### src/rtl/i2c_reg_reader.sv
// i2c_reg_reader: drives a byte-level I2C master through a register read
// (START+ADR/W, register byte, RESTART+ADR/R, N data bytes) and stores the
// bytes in a small buffer readable combinationally through rd_idx.
// Optional watchdog: define I2C_TIMEOUT_EN to abort stalled transactions
// after TIMEOUT_CYC cycles in one state and raise the sticky err flag.
module i2c_reg_reader #(
  parameter logic [6:0]  DEV_ADR     = 7'h77,
  parameter int          MAX_BYTES   = 22,
  parameter int          PTR_W       = 5,
  parameter logic [15:0] TIMEOUT_CYC = 16'hFFFF
) (
  input  logic             clk,
  input  logic             reset,
  input  logic             cmd_valid,
  input  logic [7:0]       cmd_reg,
  input  logic [PTR_W-1:0] cmd_len,
  output logic             cmd_ready,
  input  logic             isReady,
  output logic             start,
  output logic             send,
  output logic [7:0]       datasend,
  input  logic             sended,
  output logic             receive,
  input  logic [7:0]       datareceive,
  input  logic             received,
  input  logic [PTR_W-1:0] rd_idx,
  output logic [7:0]       out,
  output logic             done,
  output logic             err
);

  typedef enum logic [2:0] {IDLE, WAIT_RDY, TX_ADRW, TX_REG, TX_ADRR, RX, FIN} state_t;

  state_t           state, state_next;
  logic             sended_q, received_q;
  logic             sended_rise, received_rise;
  logic             entry;      // first cycle in the current state
  logic             rx_more;    // a byte was just stored and more are expected
  logic [7:0]       reg_q;
  logic [PTR_W-1:0] len_q, len_clamp, idx;
  logic [7:0]       buffer [MAX_BYTES];
  logic             accept, store, timeout;

  // Master handshakes are level flags; only their rising edges count.
  assign sended_rise   = sended & ~sended_q;
  assign received_rise = received & ~received_q;

  // Requests longer than the buffer are truncated so writes stay in range.
  assign len_clamp = (32'(cmd_len) >= MAX_BYTES) ? PTR_W'(MAX_BYTES - 1) : cmd_len;

  assign out = (32'(rd_idx) < MAX_BYTES) ? buffer[rd_idx] : 8'h00;

  // State register
  always_ff @(posedge clk or negedge reset) begin
    if (!reset) state <= IDLE;
    else        state <= state_next;
  end

  // Next-state logic and state-decoded outputs
  always_comb begin
    state_next = state;
    cmd_ready  = 1'b0;
    start      = 1'b0;
    send       = 1'b0;
    receive    = 1'b0;
    datasend   = 8'h00;
    done       = 1'b0;
    accept     = 1'b0;
    store      = 1'b0;
    case (state)
      IDLE: begin
        cmd_ready = 1'b1;
        if (cmd_valid) begin
          accept     = 1'b1;
          state_next = WAIT_RDY;
        end
      end
      WAIT_RDY: if (isReady) state_next = TX_ADRW;
      TX_ADRW: begin
        datasend = {DEV_ADR, 1'b0};
        start    = 1'b1;
        send     = entry;
        if (sended_rise) state_next = TX_REG;
      end
      TX_REG: begin
        datasend = reg_q;
        send     = entry;
        if (sended_rise) state_next = TX_ADRR;
      end
      TX_ADRR: begin
        datasend = {DEV_ADR, 1'b1};
        start    = 1'b1;
        send     = entry;
        if (sended_rise) state_next = RX;
      end
      RX: begin
        receive = entry | rx_more;
        if (received_rise) begin
          store = 1'b1;
          if (idx == len_q) state_next = FIN;
        end
      end
      FIN: begin
        done       = 1'b1;
        state_next = IDLE;
      end
      default: state_next = IDLE;
    endcase
    if (timeout) state_next = IDLE;
  end

  // Edge-detect history, entry flag, receive re-arm and write index
  always_ff @(posedge clk or negedge reset) begin
    if (!reset) begin
      sended_q   <= 1'b0;
      received_q <= 1'b0;
      entry      <= 1'b0;
      rx_more    <= 1'b0;
      idx        <= '0;
    end else begin
      sended_q   <= sended;
      received_q <= received;
      entry      <= (state_next != state);
      rx_more    <= store && (state_next == RX);
      if (accept)     idx <= '0;
      else if (store) idx <= idx + PTR_W'(1);
    end
  end

  // Command latch; only meaningful once a request is accepted
  always_ff @(posedge clk) begin
    if (accept) begin
      reg_q <= cmd_reg;
      len_q <= len_clamp;
    end
  end

  // Receive buffer: cleared by reset, otherwise keeps contents across transactions
  always_ff @(posedge clk or negedge reset) begin
    if (!reset) begin
      for (int i = 0; i < MAX_BYTES; i++) buffer[i] <= 8'h00;
    end else if (store) begin
      buffer[idx] <= datareceive;
    end
  end

`ifdef I2C_TIMEOUT_EN
  logic [15:0] tcnt;
  logic        err_q;
  logic        timed;

  assign timed   = state inside {WAIT_RDY, TX_ADRW, TX_REG, TX_ADRR, RX};
  assign timeout = timed && (tcnt == TIMEOUT_CYC - 16'd1);
  assign err     = err_q;

  // Per-state watchdog: restarts on every state change, err cleared by a new request
  always_ff @(posedge clk or negedge reset) begin
    if (!reset) begin
      tcnt  <= '0;
      err_q <= 1'b0;
    end else begin
      if (!timed || (state_next != state)) tcnt <= '0;
      else                                 tcnt <= tcnt + 16'd1;
      if (accept)       err_q <= 1'b0;
      else if (timeout) err_q <= 1'b1;
    end
  end
`else
  assign timeout = 1'b0;
  assign err     = 1'b0;
`endif

endmodule

### config.mk
export PLATFORM = sky130hd
export DESIGN_NAME = i2c_reg_reader
export DESIGN_NICKNAME = d
export VERILOG_FILES = /design/src/rtl/i2c_reg_reader.sv
export SDC_FILE = /design/constraint.sdc
export NUM_CORES = 1
export LEC_CHECK = 0
export ABC_AREA = 1
export CORE_ASPECT_RATIO = 1.25
export CORE_MARGIN = 10
export CORE_UTILIZATION = 50
export CTS_CLUSTER_DIAMETER = 50
export DETAILED_ROUTE_END_ITERATION = 10
export GPL_TIMING_DRIVEN = 0
export PLACE_DENSITY = 0.69
export SYNTH_ARGS = -nofsm -noshare
export SYNTH_HDL_FRONTEND = slang
export SYNTH_SLANG_ARGS = --single-unit
### constraint.sdc
create_clock -name clk -period 3.32 [get_ports clk]
set_clock_uncertainty 0.2 [all_clocks]
set_input_delay 0.996 -clock clk [delete_from_list [all_inputs] [get_ports clk]]
set_output_delay 0.996 -clock clk [all_outputs]
set_load 0.01 [all_outputs]
### Word-level counts from Yosys, hierarchy flattened

Index checks and enable logic that the tools add are counted.

* bits in registers: 201
* bits of input ports: 32
* output and inout port bits: 22
* logic and storage cells: 85

* add/subtract/negate cells: 1
* $lt $le $gt $ge: 5
* equality and inequality tests: 9
* multiplexer cells: 27
* bitwise logic cells: 7
* reductions and logical operators: 6

Operator list (number)
* $bwmux 176: 1
* $bmux 8 s5: 1
* $demux 8 s5: 1
* $mux 8: 4
* $pmux 8 s3: 1
* $mux 3: 7
* $pmux 3 s6: 1
* $eq 3x3->1 const B: 4
* $ge 6x6->1 const B: 2
* $not 5->6: 2
* $mux 5: 2
* $mux 1: 9
* $eq 3x2->1 const B: 2
* $lt 6x1->1 const B: 1
* $add 5x1->5 const B: 1
* $eq 5x5->1: 1
* $ge 5x5->1 const B: 1
* $lt 5x5->1 const B: 1
* $eq 3x1->1 const B: 1
* $logic_not 3->1: 1
* $ne 3x3->1: 1
* $reduce_or 3->1: 1
* $and 1x1->1: 2
* $logic_and 1x1->1: 2
* 4 further kinds: 5

### Logic depth before layout (Yosys ltp)

* depth in word-level cells: 6
* gate-level depth with buffers: 11
* mapped depth without buffers: 10

### Least setup slack after synthesis

Ideal clock, no wire load.

* path type: in2out
* start: input rd_idx[0]
* end: output out[5]
* arrival: 2035 ps
* setup slack: 89 ps
* stages on the path: 8
* buffers on the path: 2
* cell sequence: buf_2 -> clkbuf_1 -> o21ai_0 -> o21ai_0 -> nand2_1 -> nand2_1 -> nand2_1 -> o21ai_1

* longest elaborated chain between the ends: 5

RTL lines
* from (decl): RTL line 26 `input logic [PTR_W-1:0] rd_idx,`
* $not 5->6 (implied by the code): RTL line 51 `assign out = (32'(rd_idx) < MAX_BYTES) ? buffer[rd_idx] : 8'h00;`
* $bmux 8 s5: RTL line 51
* $mux 8 (implied by the code) (2 in series): RTL line 51
* $mux 8 *: RTL line 51
* to (decl): RTL line 27 `output logic [7:0] out,`

Mark *: on every way between the ends. The rest lies on a longest branch, timed or not. The select of a mux whose other input is x is not followed.

### Final worst setup path

* start: input rd_idx[0]
* end: output out[7]

Same word-level chain as after synthesis.

==> results.py <==
metrics = {
    "worst_setup_path": {
        "path_max_fanout": 6,
        "cp.required_ps": 2120,
        "worstRegToRegCells": 9,
        "cp-start-kind": "primary input",
        "r2r_slack_ps": 1150,
        "rr_startpoint": "state[1]",
        "worstPathArrival_ps": 2370,
        "end_kind": "output pin",
        "regToRegEndpoint": "buffer[106]",
        "worstSetupPathType": "primary input to output pin",
    },
    "placement": {
        "portBuffers": 52,
        "dpl_worst_slack_ps": -1740,
        "hpwl_um": 20500,
        "placed_cells": 1421,
        "gp_congestion": 0.926,
    },
    "synthesis": {
        "syn_avg_cell_area_um2": 8.50,
        "synth-compound-area-share_pct": 16.9,
        "synth_cells": 1136,
        "synth_nets": 1172,
        "ys.flop_type": "dfrtp_1",
        "async_reset_ff_share_pct": 93.5,
        "yosys.area_share.xor_xnor_pct": 0.0908,
        "synth-simple-area-share_pct": 23.4,
        "ys_ff_latch": 201,
        "muxShareOfSynthArea_pct": 0,
        "synth_edf_count": 13,
        "syn_area_um2": 9650,
        "synth_warnings": 0,
        "yosysSeqAreaShare_pct": 52.8,
        "synth_cell_types": 36,
        "synth_top_family_by_area": "simple AND/OR/NAND/NOR gates",
        "synthAdderAreaFrac_pct": 0.519,
    },
    "clock_tree": {
        "insertion_delay_ps": 510,
        "clockBufferDepth": 3,
        "h-tree-depth": 1,
        "path_clk_slew_ps": 50,
        "cts_root_buf": "clkbuf_16",
        "cts.sinks": 201,
        "cts_hold_buf": 0,
        "cts_buffers": 23,
        "cts_tree": "done",
    },
    "die": {
        "dieArea_um2": 25300,
        "fp.dieW_um": 144,
        "ioPinCount": 54,
        "fp.dieH_um": 175,
        "start_util_pct": 51.2,
        "core_um2": 18800,
        "rows": 56,
    },
    "cells_and_area": {
        "area_delta_synth_final_pct": 25.0,
        "layout_common_cells": "249 x nand2_1, 185 x dfrtp_1, 175 x o21ai_0, 153 x nor2_1, 64 x o21ai_1",
        "nFillCells": 1537,
        "diodes": 0,
        "layout-drive-gt1-share_pct": 19.1,
        "nets": 1271,
        "layoutNonFillerInstCount": 1480,
        "layout_commonest_cell": "nand2_1",
    },
    "sta": {
        "fin_crit_ps": 3560,
        "drv_slew": 0,
        "setup_slack_ps": -241,
        "worstMarginPinSlew_ps": 959,
        "hold_viol_final": 0,
        "tns_ps": -1740,
        "rsz0062_at_grt": "true",
        "setup_viol": 8,
        "min_period_over_period_pct": 107,
        "max_freq_mhz": 281,
        "maxSlewHeadroom_pct": 36.1,
    },
    "grt": {
        "grt-ovfl-total": 0,
        "grt_pass1_vias": 8438,
        "grt_max_degree": 105,
        "antenna_found_initial": 0,
        "track_usage_pct": 24.1,
        "grt_pass1_wl_um": 47600,
    },
    "route": {
        "wirelength_um": 31000,
        "drc": 0,
        "drt.antenna.violating_nets": 0,
        "dr_total_vias": 8513,
        "routedWlPerCell_um": 20.9,
        "dr.pass1.iters": 5,
        "drtIter0Drc": 770,
        "vias_per_cell": 5.75,
    },
    "outcome": {
        "outcome": "finished with violations",
        "violations": "negative setup slack",
    },
    "min_path": {
        "holdPathStages": 2,
        "min_from": "buffer[27]",
        "hold_path.class": "flop to flop",
        "holdPathEnd": "buffer[27]",
    },
    "power": {
        "p_total_w": 0.00663,
        "p_leak_nw": 5.67,
        "peakVddDrop_uv": 432,
        "power_density_nw_per_um2": 550,
    },
    "run": {
        "drv_cap": 0,
    },
}
==> final cells by class <==
| cell class | instances | area (um2) | area share (%) |
|---|---|---|---|
| clock buffer | 27 | 601 | 4.98 |
| inverter | 48 | 210 | 1.74 |
| tap | 232 | 290 | 2.41 |
| multi-input combinational | 815 | 4180 | 34.6 |
| timing repair buffer | 74 | 754 | 6.25 |
| sequential | 201 | 5100 | 42.3 |
| buffer | 72 | 756 | 6.26 |
| clock inverter | 11 | 175 | 1.45 |
==> critical path, cell delays in order <==
cell and delay, ps:
buf_12 110, buf_12 140, buf_12 140, buf_12 150
nor2_4 70, nor2_1 40, o21ai_1 110, o211ai_1 140
nand3_2 120, nand2_2 70, nand2_1 70, nand2_1 60
buf_2 140
==> logic make-up after synthesis <==
group,count (synthesis)
simple gates,510
buf+inv,120
other cells,1
flops,201
xor+xnor,1
compound gates,299
fa+ha+maj,4
==> how the worst max path moves through the flow <==
| stage | from | end | slack (ps) | depth (start not counted) |
|---|---|---|---|---|
| 3_5_place_dp | rd_idx[0] | out[5] | -1740 | 10 |
| 2_1_floorplan | rd_idx[0] | out[5] | 90 | 8 |
| 3_3_place_gp | reset | buffer[6] | -6980 | 1 |
| 5_1_grt | rd_idx[0] | out[1] | -310 | 13 |
| 4_1_cts | rd_idx[0] | out[4] | -200 | 13 |
| 6_report | rd_idx[0] | out[7] | -240 | 13 |
==> timing repair <==
item / in CTS / in global routing
gates cloned: 2 / 1
resized for setup: 198 / 47
buffers inserted: 12 / 6
pin swaps: 41 / 32
setup endpoints to repair: 15 / 16
==> power by group <==
part	switching [W]	internal, W	total [W]
logic	0.000758	0.000505	0.00126
registers	0.000110	0.00262	0.00273
clock network	0.00103	0.00161	0.00264
==> state kept, by name (all words and copies together) (netlist names) <==
register	count
buffer	176
entry	1
idx	5
len_q	5
received_q	1
reg_q	8
rx_more	1
sended_q	1
state	3
==> metrics by stage <==
| step | utilization (%) | hold slack, ps | cell area (um2) |
|---|---|---|---|
| 2_1_floorplan | - | 248 | 9650 |
| 3_3_place_gp | 55.5 | 258 | 10500 |
| 3_5_place_dp | 55.7 | 262 | 10500 |
| 4_1_cts | 62.8 | 277 | 11800 |
| 5_1_grt | 64.0 | 299 | 12100 |
| 6_report | 64.0 | 281 | 12100 |
==> synthesized netlist by cell type, types with 3 or more instances <==
cell	count	area, um2
dfrtp_1	188	4700
nand2_1	261	980
nor3_1	6	30.0
inv_2	4	15.0
nand2_4	13	146
ha_1	4	50.1
nand3_1	40	200
o211ai_1	10	75.1
clkinv_1	3	11.3
clkbuf_1	41	154
inv_1	40	150
o21ai_0	195	976
a21oi_1	8	40.0
o22ai_1	7	43.8
o21ai_1	48	240
nand3_4	5	87.6
buf_6	16	180
nor2_8	5	100
nand2_2	6	37.5
edfxtp_1	13	390
nor2_1	165	619
o31ai_1	9	67.6
buf_2	12	60.1
nor2_2	5	31.3
o21ai_2	19	166
==> routing by layer <==
metal  part of all wire [%]  track usage [%]  up-vias
met5                      0                0        -
met4                    5.6             14.2        0
met3                    8.3             4.24       91
met2                     48             38.8      395
met1                     38             29.7     4077
li1                       -                -     3950
Note: power is estimated with default switching activity, not from simulation.
